$ cat src/rtl/key_event_fsm.sv
// key_event_fsm
//   Turns the debounced key level into one-cycle key events (press, release,
//   long-press, auto-repeat). It also provides a held-level flag and a
//   wrap-around press counter. Timing of long-press and repeat is measured in
//   m_tick periods, not clk cycles.
//
// Ports
//   clk          in   system clock, all logic on rising edge
//   reset        in   synchronous active-high reset
//   db           in   debounced key level, 1 = pressed
//   m_tick       in   one-clk timebase strobe
//   press        out  one-cycle pulse on key press
//   release_p    out  one-cycle pulse on key release ("release" is a reserved word)
//   long_press   out  one-cycle pulse when hold reaches LONG_TICKS
//   repeat_p     out  one-cycle auto-repeat pulse
//   was_long     out  with release_p: 1 if that hold reached long_press
//   held         out  1 while the FSM is not in IDLE
//   press_count  out  presses since reset, modulo 2^PCW
module key_event_fsm #(
  parameter int CW           = 8,
  parameter int LONG_TICKS   = 24,
  parameter int REPEAT_TICKS = 6,
  parameter int PCW          = 8
) (
  input  logic           clk,
  input  logic           reset,
  input  logic           db,
  input  logic           m_tick,
  output logic           press,
  output logic           release_p,
  output logic           long_press,
  output logic           repeat_p,
  output logic           was_long,
  output logic           held,
  output logic [PCW-1:0] press_count
);

  typedef enum logic [1:0] {
    IDLE    = 2'd0,
    PRESSED = 2'd1,
    REPEAT  = 2'd2
  } state_t;

  localparam logic [CW-1:0] LONG_LAST   = CW'(LONG_TICKS - 1);
  localparam logic [CW-1:0] REPEAT_LAST = CW'(REPEAT_TICKS - 1);

  state_t        state;
  logic [CW-1:0] cnt;

  always_ff @(posedge clk) begin
    if (reset) begin
      state       <= IDLE;
      cnt         <= '0;
      press_count <= '0;
      press       <= 1'b0;
      release_p   <= 1'b0;
      long_press  <= 1'b0;
      repeat_p    <= 1'b0;
      was_long    <= 1'b0;
      held        <= 1'b0;
    end else begin
      // Pulses default low so every event lasts exactly one clk.
      press      <= 1'b0;
      release_p  <= 1'b0;
      long_press <= 1'b0;
      repeat_p   <= 1'b0;
      was_long   <= 1'b0;
      held       <= 1'b0;
      case (state)
        IDLE: begin
          // m_tick is deliberately ignored here. A tick on the leaving edge is not counted.
          if (db) begin
            state       <= PRESSED;
            press       <= 1'b1;
            held        <= 1'b1;
            cnt         <= '0;
            press_count <= press_count + 1'b1;
          end
        end
        PRESSED: begin
          // Release wins over a coincident tick.
          if (!db) begin
            state     <= IDLE;
            release_p <= 1'b1;
          end else begin
            held <= 1'b1;
            if (m_tick) begin
              if (cnt == LONG_LAST) begin
                state      <= REPEAT;
                long_press <= 1'b1;
                cnt        <= '0;
              end else begin
                cnt <= cnt + 1'b1;
              end
            end
          end
        end
        REPEAT: begin
          if (!db) begin
            state     <= IDLE;
            release_p <= 1'b1;
            was_long  <= 1'b1;
          end else begin
            held <= 1'b1;
            if (m_tick) begin
              if (cnt == REPEAT_LAST) begin
                repeat_p <= 1'b1;
                cnt      <= '0;
              end else begin
                cnt <= cnt + 1'b1;
              end
            end
          end
        end
        default: begin
          // Illegal encoding: recover to IDLE silently.
          state <= IDLE;
          cnt   <= '0;
        end
      endcase
    end
  end

endmodule

$ cat config.mk
export PLATFORM = sky130hd
export DESIGN_NAME = key_event_fsm
export DESIGN_NICKNAME = d
export VERILOG_FILES = /design/src/rtl/key_event_fsm.sv
export SDC_FILE = /design/constraint.sdc
export NUM_CORES = 1
export LEC_CHECK = 0
export ABC_AREA = 0
export BUFFER_PORTS_ARGS = -buffer_cell sky130_fd_sc_hd__buf_4
export CAP_MARGIN = 30
export CORE_ASPECT_RATIO = 1.2
export CORE_MARGIN = 10
export CORE_UTILIZATION = 58
export CTS_BUF_LIST = sky130_fd_sc_hd__clkbuf_8
export CTS_CLUSTER_SIZE = 24
export DETAILED_ROUTE_END_ITERATION = 12
export PLACE_DENSITY = 0.81
export SLEW_MARGIN = 20
export SYNTH_ARGS = -nofsm -noshare
export SYNTH_HDL_FRONTEND = slang
export SYNTH_SLANG_ARGS = --single-unit
$ cat constraint.sdc
create_clock -name clk -period 2.3 [get_ports clk]
set_input_delay 0.575 -clock clk [delete_from_list [all_inputs] [get_ports clk]]
set_output_delay 0.575 -clock clk [all_outputs]
set_load 0.005 [all_outputs]
======== Word level (Yosys, flattened, before mapping) ========
Index checks and enable logic that the tools add are counted.
word-level totals
  output and inout bits ................... 14
  flip-flop bits (word level) ............. 24
  logic and storage cells ................. 60
  bits of input ports ..................... 4
operators by class
  bitwise operators ....................... 7
  add/sub/neg operators ................... 2
  reductions and logical operators ........ 12
  equality and inequality tests ........... 12
  multiplexer cells ....................... 18
operators with widths
  operator               count
  $mux W8                7
  $pmux W8 S3            1
  $add A8 B1 Y8 const B  2
  $ne A2 B2 Y1 const B   6
  $mux W2                5
  $reduce_or A2 Y1       5
  $eq A8 B3 Y1 const B   1
  $eq A8 B5 Y1 const B   1
  $reduce_or A4 Y1       2
  $not A1 Y1             7
  $ne A3 B3 Y1 const B   2
  $pmux W2 S3            1
  $reduce_and A5 Y1      1
  $mux W1                4
  $reduce_and A4 Y1      1
  $reduce_or A3 Y1       1
  $eq A2 B1 Y1 const B   1
  $eq A2 B2 Y1 const B   1
  $logic_not A2 Y1       1
  $reduce_and A2 Y1      1

======== Logic depth before layout (Yosys ltp) ========
  depth in word-level cells ............... 5
  depth in mapped cells ................... 7
  gate-level depth less buffers ........... 6

======== Worst setup path before layout ========
OpenSTA, ideal clock, no wires.
  kind .................................... register to register
  start point ............................. register cnt[3]
  end point ............................... register cnt[7]
  path buffers ............................ 1
  stages on the path, launching flop included .. 6
  arrival time ............................ 1.643 ns
  path slack .............................. 0.525 ns
  period minus slack after synthesis ...... 1.775 ns
  library setup time ...................... 0.132 ns
  data required time ...................... 2.168 ns
  path through ............................ dfxtp_1 or4b_1 o31a_1 buf_6 o211ai_4 o311ai_1
between the ends
  longest elaborated chain between the ends .. 5
  elaborated cells between the ends (all ways) .. 10
  classes of those cells .................. 1 x add/sub; 2 x eq/ne; 7 x mux
RTL lines
  what                                         line     source
  start, declared                              48       logic [CW-1:0] cnt;
  start signal, assigned                       93       cnt <= cnt + 1'b1;
  start signal, assigned                       110      cnt <= cnt + 1'b1;
  $add A8 B1 Y8, or another cell as far along  93, 110
  $mux W8, on equally long branches            106, 88
  $mux W8, on equally long branches            105, 87
  $mux W8, on equally long branches            99, 82
  $pmux W8 S3 *                                69       case (state)
Mark *: on every way between the ends. The rest lies on a longest branch, timed or not. The select of a mux whose other input is x is not followed.
A chain may end at the register's enable or synchronous reset.

======== Worst setup path after layout ========
Ends and elaborated chain as after synthesis.

==> out/summary.txt <==
Die X - 62.3 microns
vias in the first global route - 1069
Fin. Hold Viols - 0
Antenna Nets Post-Route - 0
Max Fclk - 0.514 GHz
die area - 4410 sq um
DP Area - 1400 sq um
Antenna diodes - 0
Root Driver - clkbuf_8
CP arrival - 2.09 ns
HPWL Detailed - 2070 microns
Clock Power Share - 40.4%
worst-margin pin slew - 0.597 ns
share of layout cells above drive strength 1 - 15.6%
clk sink count - 24
largest area contributor in the netlist - dfxtp_1
Cells after Synth - 142
data required time of the worst path - 2.45 ns
# port buffers - 17
async set-or-reset flop fraction in the synthesized netlist - 0%
startpoint types - register
CTS clk-pin slew, worst paths - 0.08 ns
Post-Syn Nets - 154
crit-path max FO - 10
# nets final - 173
global-route wire length before repair - 4810 microns
Starting Density - 60.9%
syn_area_per_cell - 8.78 sq um
PD cells - 614 nW/um^2
CTS buffer count - 3
status - finished clean
RSZ-0062 raised after global routing - no
Worst Clk Skew - 0.000961 ns
synth top area cells - dfxtp_1 (39%), ha_1 (8.0%), o2111ai_1 (4.9%)
Cell Area, Synth - 1250 sq um
Logic pwr share - 11.4%
die height - 70.8 microns
drt via density - 5.85
DR DRC count - 0
FILL cells - 174
Synth cell types - 38
GRT overflow - 0
GRT Util Overall - 12.8%
setup TNS - 0 ns
Slew Limit Fails - 0
Syn-to-layout area delta - 17.8%
I/O Pins - 18
Tmin final - 1.95 ns
ys flop type - dfxtp_1
wire per inst - 15.1 microns
critical path class - reg -> reg
post-synth top area share - 38.5%
Power Internal - 0.000698 W
maxcap violations - 0
routed wire length - 2880 microns
Sw Ratio - 22.7%
Setup Buffers After CTS - 0
synthesized flop and latch total - 24
Leakage Power - 0.539 nW
final setup fails - 0
H-Tree Depth - 1
clock buffer depth - 2
Net Sw Power - 0.000205 W
Via Count - 1111
sequential area share after synthesis - 38.5%
Post-synth EDFFs - 0
R2R Setup Slk - 0.35 ns
Flop pwr share - 48.1%
initial antenna violation count - 0
initial drt markers - 64
Post-Layout Inst Area - 1470 sq um
PostCTS Resize Cnt - 0
largest net degree at the start of global routing - 17
Tcrit/Tclk final - 84.6%
critical path capture point type - register
Max VDD drop - 0.483 mV
Core Box Area - 2050 sq um
Slew headroom - 60.2%
Site Rows - 18
final estimated routing congestion in global placement - 0.898
Hold Buf Count CTS - 0
CTS tree - built
First-pass DRT Iterations - 4
Synthesis Warnings - 0
hold crit path type - reg -> reg
Skew-Pair Late Insertion Delay - 0.26 ns
## metal layers
layer  vias up  part of all wire (%)  track usage (%)
met3         9                   6.5             3.31
li1        548                     -                -
met4         0                   2.0             5.47
met2        41                    50             23.7
met5         -                     0                0
met1       513                    41             13.2
## cell families (layout without fill, tap and decap cells)
logic type | Yosys count | after routing | synth area share [%]
adder cells (fa/ha/maj) | 8 | 8 | 8.02
XOR/XNOR | 5 | 5 | 3.51
multiplexers | 1 | 1 | 0.802
AO/OA/AOI/OAI | 30 | 30 | 18.6
AND/OR/NAND/NOR | 62 | 62 | 26.4
flip-flops | 24 | 24 | 38.5
buffers and inverters | 12 | 30 | 4.21
## cell type report
cell class                      instances  area [sq um]  share of cell area (%)
Sequential cell                        24           480                    32.7
Tap cell                               30          37.5                    2.56
Timing Repair Buffer                   18           135                    9.20
Clock inverter                          1          30.0                    2.04
Inverter                                8          30.0                    2.04
Clock buffer                            3          41.3                    2.81
Multi-Input combinational cell        106           714                    48.6
## critical path, cell delays in order, from the launching register on
cell and delay [ns]:
dfxtp_1 0.37, or4b_1 0.60, o31a_1 0.44, o211ai_4 0.29
o311ai_1 0.12
## placed cells by master, fill, tap and decap left out, types with 2 or more instances in the layout
cell type / Yosys / final
a21oi_1: 5 / 5
and2_1: 4 / 4
buf_4: 0 / 18
clkbuf_8: 0 / 3
dfxtp_1: 24 / 24
ha_1: 8 / 8
inv_1: 8 / 8
nand2_1: 13 / 13
nand2b_1: 4 / 4
nand3_1: 9 / 9
nand4_1: 2 / 2
nor2_1: 11 / 11
nor2b_1: 5 / 5
nor3_1: 2 / 2
nor4_1: 2 / 2
o2111ai_1: 7 / 7
o211ai_1: 3 / 3
o21ai_0: 5 / 5
o311ai_1: 2 / 2
or3_1: 3 / 3
xnor2_1: 3 / 3
xor2_1: 2 / 2
## metrics by stage
| stage | utilization [%] | worst slack [ns] | total power [W] | hold slack [ns] | cells |
|---|---|---|---|---|---|
| 5_1_grt | 71.7 | 0.253 | 0.000938 | 0.539 | 190 |
| 3_3_place_gp | 68.2 | 0.431 | 0.000541 | 0.476 | 186 |
| 6_report | 71.7 | 0.354 | 0.000902 | 0.503 | 190 |
| 4_1_cts | 71.7 | 0.367 | 0.000908 | 0.504 | 190 |
| 2_1_floorplan | - | 0.525 | 0.000508 | 0.478 | 142 |
| 3_5_place_dp | 68.2 | 0.384 | 0.000545 | 0.494 | 186 |
## sequential cells by signal, summed over array words and instances, names as in the netlist
register / flops
state: 2
held: 1
cnt: 8
release_p: 1
repeat_p: 1
press_count: 8
was_long: 1
long_press: 1
press: 1
## Yosys cell counts (2+ instances only)
cell,n
a21oi_1,5
and2_1,4
clkbuf_1,3
dfxtp_1,24
ha_1,8
inv_1,8
nand2_1,13
nand2b_1,4
nand3_1,9
nand4_1,2
nor2_1,11
nor2b_1,5
nor3_1,2
nor4_1,2
o2111ai_1,7
o211ai_1,3
o21ai_0,5
o311ai_1,2
or3_1,3
xnor2_1,3
xor2_1,2
## worst paths after layout
kind                                    start                          end  depth (start not counted)
setup / recovery          cnt[3]$_SDFFE_PP0P_          cnt[7]$_SDFFE_PP0P_                          4
hold / removal    press_count[1]$_SDFFE_PP0P_  press_count[1]$_SDFFE_PP0P_                          2
setup reg to reg          cnt[3]$_SDFFE_PP0P_          cnt[7]$_SDFFE_PP0P_                          4
hold reg to reg   press_count[1]$_SDFFE_PP0P_  press_count[1]$_SDFFE_PP0P_                          2
## power by group through the flow
stage	registers (W)	logic [W]	clock network [W]
6_report	0.000434	0.000103	0.000365
5_1_grt	0.000437	0.000115	0.000387
4_1_cts	0.000435	0.000103	0.000370
3_5_place_dp	0.000445	0.000100	0
3_3_place_gp	0.000444	0.0000975	0
2_1_floorplan	0.000444	0.0000648	0
Note: power is estimated with default switching activity, not from simulation.
